$ cat config.mk
export PLATFORM = sky130hd
export DESIGN_NAME = mcpu_fetch
export DESIGN_NICKNAME = d
export VERILOG_FILES = /design/src/rtl/mcpu_pkg.sv /design/src/rtl/mcpu_fetch.sv
export SDC_FILE = /design/constraint.sdc
export NUM_CORES = 1
export LEC_CHECK = 0
export BUFFER_PORTS_ARGS = -buffer_cell sky130_fd_sc_hd__buf_2
export CORE_MARGIN = 2
export CORE_UTILIZATION = 51
export DETAILED_ROUTE_END_ITERATION = 8
export HOLD_SLACK_MARGIN = 0.12
export PLACE_DENSITY = 0.81
export SETUP_SLACK_MARGIN = 0.3
export SLEW_MARGIN = 30
export SYNTH_ARGS = -nofsm -noshare
export SYNTH_HDL_FRONTEND = slang
export SYNTH_SLANG_ARGS = --single-unit
export TNS_END_PERCENT = 50
$ cat constraint.sdc
create_clock -name clk -period 2.43 [get_ports clk]
set_clock_uncertainty 0.05 [all_clocks]
set_input_delay 0.486 -clock clk [delete_from_list [all_inputs] [get_ports clk]]
set_output_delay 0.486 -clock clk [all_outputs]
set_load 0.01 [all_outputs]
$ cat src/rtl/mcpu_pkg.sv
// Shared definitions for the mcpu front end: fetch FSM states and
// instruction-format constants.
package mcpu_pkg;

   typedef enum logic [1:0] {
      S_OP  = 2'd0,
      S_IMM = 2'd1,
      S_OUT = 2'd2
   } fetch_state_e;

   localparam int INSTR_LEN_SHORT = 1;
   localparam int INSTR_LEN_LONG  = 4;
   localparam int IMM_FLAG_BIT    = 7;

endpackage

$ cat src/rtl/mcpu_fetch.sv
// Instruction fetch: reads 1- or 4-byte instructions from a dual-port byte ROM
// and presents one decoded bundle at a time with a valid/ready handshake.
module mcpu_fetch #(
   parameter int                        IROM_ADDR_BITS = 14,
   parameter logic [IROM_ADDR_BITS-1:0] RESET_PC       = '0
) (
   input  logic                      clk,
   input  logic                      reset,
   output logic [IROM_ADDR_BITS-1:0] irom_addr0,
   input  logic [7:0]                irom_out0,
   output logic [IROM_ADDR_BITS-1:0] irom_addr1,
   input  logic [7:0]                irom_out1,
   input  logic                      fetch_en,
   input  logic                      branch_valid,
   input  logic [IROM_ADDR_BITS-1:0] branch_target,
   output logic                      instr_valid,
   input  logic                      instr_ready,
   output logic [7:0]                instr_opcode,
   output logic                      instr_has_imm,
   output logic [23:0]               instr_imm,
   output logic [IROM_ADDR_BITS-1:0] instr_pc
);
   import mcpu_pkg::*;

   localparam int AW = IROM_ADDR_BITS;

   fetch_state_e  state;
   logic [AW-1:0] pc;

   // Address sums truncate to AW bits, so fetches wrap around the ROM top.
   always_comb begin
      irom_addr0 = pc;
      irom_addr1 = pc + AW'(1);
      if (state == S_IMM) begin
         irom_addr0 = pc + AW'(2);
         irom_addr1 = pc + AW'(3);
      end
   end

   assign instr_valid   = (state == S_OUT);
   assign instr_has_imm = instr_opcode[IMM_FLAG_BIT];

   always_ff @(posedge clk or posedge reset) begin
      if (reset) begin
         state        <= S_OP;
         pc           <= RESET_PC;
         instr_opcode <= '0;
         instr_imm    <= '0;
         instr_pc     <= '0;
      end else if (branch_valid) begin
         // Redirect wins over stalls and over a same-cycle handshake.
         pc    <= branch_target;
         state <= S_OP;
      end else begin
         case (state)
            S_OP: begin
               if (fetch_en) begin
                  instr_opcode <= irom_out0;
                  instr_pc     <= pc;
                  if (!irom_out0[IMM_FLAG_BIT]) begin
                     pc        <= pc + AW'(INSTR_LEN_SHORT);
                     instr_imm <= '0;
                     state     <= S_OUT;
                  end else begin
                     instr_imm <= {16'h0000, irom_out1};
                     state     <= S_IMM;
                  end
               end
            end
            S_IMM: begin
               if (fetch_en) begin
                  instr_imm[23:8] <= {irom_out1, irom_out0};
                  pc              <= pc + AW'(INSTR_LEN_LONG);
                  state           <= S_OUT;
               end
            end
            S_OUT: begin
               if (instr_ready) state <= S_OP;
            end
            default: state <= S_OP;
         endcase
      end
   end

endmodule

Word-level counts from Yosys, hierarchy flattened
Index checks and enable logic that the tools add are counted.
Storage, ports and cells
  flip-flop bits (word level): 62
  bits of input ports: 35
  output and inout bits: 76
  word-level logic and storage cells: 43
Cells by class
  add/sub/neg operators: 4
  equality and inequality tests: 8
  muxes and demuxes: 17
  bitwise operators: 1
  reductions and logical operators: 7
Operators by type and width (count)
  14-bit two-way mux: 6
  16-bit one-hot mux with 2 select lines: 1
  14-bit by 2-bit adder with 14-bit output, second input constant: 2
  14-bit one-hot mux with 2 select lines: 1
  24-bit two-way mux: 1
  16-bit two-way mux: 1
  14-bit by 1-bit adder with 14-bit output, second input constant: 1
  14-bit by 3-bit adder with 14-bit output, second input constant: 1
  2-bit two-way mux: 5
  3-bit inequality test, second input constant: 3
  8-bit two-way mux: 1
  4-bit AND reduction: 2
  2-bit one-hot mux with 3 select lines: 1
  3-bit AND reduction: 2
  2-bit inequality test, second input constant: 2
  3-bit by 2-bit inequality test with 1-bit output, second input constant: 1
  3-bit nonzero test: 1
  2-bit by 1-bit == test with 1-bit output, second input constant: 1
  2-bit == test, second input constant: 1
  2-bit logical NOT: 1
  2-bit nonzero test: 1
  1-bit inverter: 1

Longest topological paths before layout
  word-level depth: 5
  gate-level depth with buffers: 6
  depth with buffers taken out: 6

Worst setup path before layout
OpenSTA, ideal clock, no wires.
  kind: reg-to-output
  from: reg pc[2]
  to: out irom_addr0[12]
  data arrival time: 1.570 ns
  data required time: 1.894 ns
  slack: 0.324 ns
  cell stages (with the launch flop): 7
  path buffers: 1
  path through: dfrtp_1 -> ha_1 -> and4_1 -> buf_2 -> nand2_1 -> nor3_1 -> xor2_1
Between the ends
  longest elaborated chain between the ends: 2
Ends and longest elaborated chain
  start, declared: RTL line mcpu_fetch.sv:28  | logic [AW-1:0] pc;
  start signal, assigned: RTL line mcpu_fetch.sv:52  | pc <= branch_target;
  start signal, assigned: RTL line mcpu_fetch.sv:61  | pc <= pc + AW'(INSTR_LEN_SHORT);
  start signal, assigned: RTL line mcpu_fetch.sv:73  | pc <= pc + AW'(INSTR_LEN_LONG);
  14-bit by 2-bit adder with 14-bit output: RTL line mcpu_fetch.sv:35  | irom_addr0 = pc + AW'(2);
  14-bit two-way mux: RTL line mcpu_fetch.sv:34  | if (state == S_IMM) begin
  end, declared: RTL line mcpu_fetch.sv:9  | output logic [IROM_ADDR_BITS-1:0] irom_addr0,
Every way passes these cells.

Worst setup path in the final report
  from: reg pc[1]
  to: out irom_addr1[10]
Between the ends
  longest elaborated chain between the ends: 2
  elaborated cells between the ends (all ways): 3
  those cells by class: add/sub: 2; mux: 1
Ends and longest elaborated chain
  14-bit by 1-bit adder with 14-bit output / 14-bit by 2-bit adder with 14-bit output (equally long branches): RTL line mcpu_fetch.sv:33, mcpu_fetch.sv:36
  14-bit two-way mux *: RTL line mcpu_fetch.sv:34
  end, declared: RTL line mcpu_fetch.sv:11  | output logic [IROM_ADDR_BITS-1:0] irom_addr1,
Every way passes the cells marked *; elsewhere a longest branch is shown, timed or not.

==> run metrics <==
initial antenna violation count 0; crit path kind register to output port; Ports 111; status complete, no violations; number of max-cap violations 0; CTS max path bufs 2; vias in the first global route 3318; GPL Wtd Cong 0.935; WP data arrival 1.88 ns; syn_nets 438; final instance area 4570 um2; LEAKAGE 2.32 nW; count of cell types in the netlist 46; Synth top area share 46.3%; ANT cells 0; Post-Syn Area 3350 um2; Routed WL 10300 um; main area contributors after synthesis dfrtp_1 46%, nand2_1 15%, xnor2_1 4.7%; Pre-antenna DRT Iters 6; fillcell total 464; core box area 6350 um2; Critical Path RT 1.89 ns; Vias per Instance 5.59; pin count of the biggest net entering global routing 33; yosys warns 0; RSZ-0062 raised after global routing true; final setup vio count 0; HP Class input pin to async pin; FMAX 413 MHz; Routed Antenna Nets 0; Seq/Total Area, Yosys 46.3%; Vias 3421; critical path startpoint category register; VDD IR max 0.419 mV; first-iteration detailed-routing DRC count 293; main flop type after synthesis dfrtp_1; Initial Utilization 52.8%; Area Overhead vs Synth 36.4%; CTS Sinks 62; die area 7240 um2; crit share post-route 99.6%; first-pass GRT wire length 15900 um; Worst Setup End Kind output port; most frequent cell after synthesis nand2_1; Synth area leader dfrtp_1; DP HPWL 6510 um; max incr delay on CP 0.42 ns; gr usage total 27.9%; layout cell share with drive strength beyond 1 40.9%; Rel. slew slack 64.2%; Synth top cells by count 130 x nand2_1, 62 x dfrtp_1, 29 x o21ai_0; Final Hold Vio Count 0; min Tclk post-route 2.42 ns; Hold-fix buffers, CTS 0; IO Port Bufs 110; die height 85.1 um; Post-synth ARST share 100%; DRC Markers 0; number of enable flip-flop cells after synthesis 0; gr ovfl total 0; slowest CP cell dfrtp_2; Max Slew Vio Count 0; WL/cell 16.8 um; root buffer cell clkbuf_8; Horiz. Die Dim 85.1 um; CTS H-Tree Depth 3; placed instance area 3960 um2; number of cells after detailed placement 569; Worst-path clk slew 0.07 ns; row cnt 29; CTS tree done; worst-margin pin slew 0.536 ns; clk_lat worst skew 0.35 ns; critical path, cell by cell inv_2 -> ha_1 -> mux2i_1 -> buf_4 -> buf_6 -> nand2_4 -> xnor2_2 -> buf_2; Non-Filler Instances 612; Yosys reg bits 62; Final nets 570; Mapped Cells 398; Num CTS Buffers 9; Power Density 685 nW/um2; Synth Area per Inst 8.42 um2; CP max FO 6
==> report_power, final <==
part           switching, W  internal, W  leakage, nW
sequential         0.000108      0.00117        0.784
combinational      0.000532     0.000401         1.44
clock              0.000446     0.000475       0.0956
total               0.00109      0.00204         2.32
==> critical path, delay by kind of cell (launching register included) <==
family        cells  cell delay (ns)
fa+ha+maj         1             0.19
buf+inv           4             0.56
simple gates      1             0.05
flops             1             0.42
xor+xnor          1             0.13
mux               1             0.18
==> cells by family after synthesis <==
family | count (synthesis) | share of synthesized area (%)
AOI/OAI and AO/OA | 58 | 10.7
xor gates and xnor gates | 29 | 7.58
adders and majority gates | 5 | 1.87
buffers and inverters | 42 | 5.94
DFF | 62 | 46.3
muxes | 2 | 0.635
and+or+nand+nor | 200 | 27.0
==> stage by stage <==
step / setup WS, ns / hold WS, ns / power [W] / util, % / setup TNS (ns)
floorplan: 0.324 / 0.439 / 0.00172 / - / 0
finish: 0.0102 / 0.122 / 0.00313 / 72.0 / 0
global route: -0.0406 / 0.181 / 0.00328 / 72.0 / -0.0780
global placement: 0.248 / 0.394 / 0.00203 / 62.4 / 0
CTS: 0.144 / 0.151 / 0.00305 / 70.4 / 0
detailed placement: 0.161 / 0.402 / 0.00204 / 62.4 / 0
==> path summary, 6_finish.rpt <==
| path | startpoint | end | slack, ns | cells after the start |
|---|---|---|---|---|
| min reg2reg | instr_imm[6]$_DFFE_PP0P_ | instr_imm[6]$_DFFE_PP0P_ | 0.42 | 2 |
| min in group clk | branch_target[13] | pc[13]$_DFFE_PP0P_ | 0.28 | 3 |
| max reg2reg | state[1]$_DFFE_PP0P_ | pc[11]$_DFFE_PP0P_ | 0.47 | 5 |
| min | reset | instr_pc[8]$_DFFE_PP0P_ | 0.12 | 2 |
| max in group asynchronous | reset | instr_imm[18]$_DFFE_PP0P_ | 1.45 | 3 |
| max | pc[1]$_DFFE_PP0P_ | irom_addr1[10] | 0.01 | 8 |
==> layer usage <==
metal | GRT usage [%] | part of all wire [%] | up-vias
met4 | 13.4 | 3.2 | 0
met1 | 37.5 | 41 | 1618
met5 | 0 | 0 | -
met3 | 5.16 | 9.2 | 33
met2 | 43.6 | 47 | 188
li1 | - | - | 1582
==> state kept, by name, indices dropped and copies added (netlist names) <==
register / flops
instr_pc: 14
state: 2
instr_imm: 24
pc: 14
instr_opcode: 8
==> area by class of cell <==
cell class / count / area, um2 / share of cell area [%]
clock buffer: 9 / 124 / 2.71
clock inverter: 7 / 72.6 / 1.59
inverter: 10 / 37.5 / 0.821
multi-input combinational: 294 / 1790 / 39.1
sequential: 62 / 1560 / 34.2
tap: 77 / 96.3 / 2.11
timing repair buffer: 153 / 888 / 19.4
==> what timing repair did <==
action                                  in CTS  in global routing
gates resized for setup                     46                  9
pin swaps                                   18                  8
setup buffers                               21                  6
endpoints found under the setup margin      26                 23
==> cell usage in the layout, fill, tap and decap left out, types with 5 or more instances in the layout <==
| master | synthesis | routed |
|---|---|---|
| buf_2 | 15 | 110 |
| buf_4 | 4 | 39 |
| clkbuf_8 | 0 | 9 |
| dfrtp_1 | 62 | 52 |
| dfrtp_2 | 0 | 10 |
| inv_1 | 10 | 7 |
| nand2_1 | 130 | 125 |
| nand3_1 | 22 | 15 |
| nand3_2 | 0 | 6 |
| nand4_1 | 5 | 5 |
| nor2_1 | 13 | 12 |
| o21ai_0 | 29 | 29 |
| xnor2_1 | 18 | 15 |
| xor2_1 | 11 | 10 |
(Power assumes the default switching activity.)
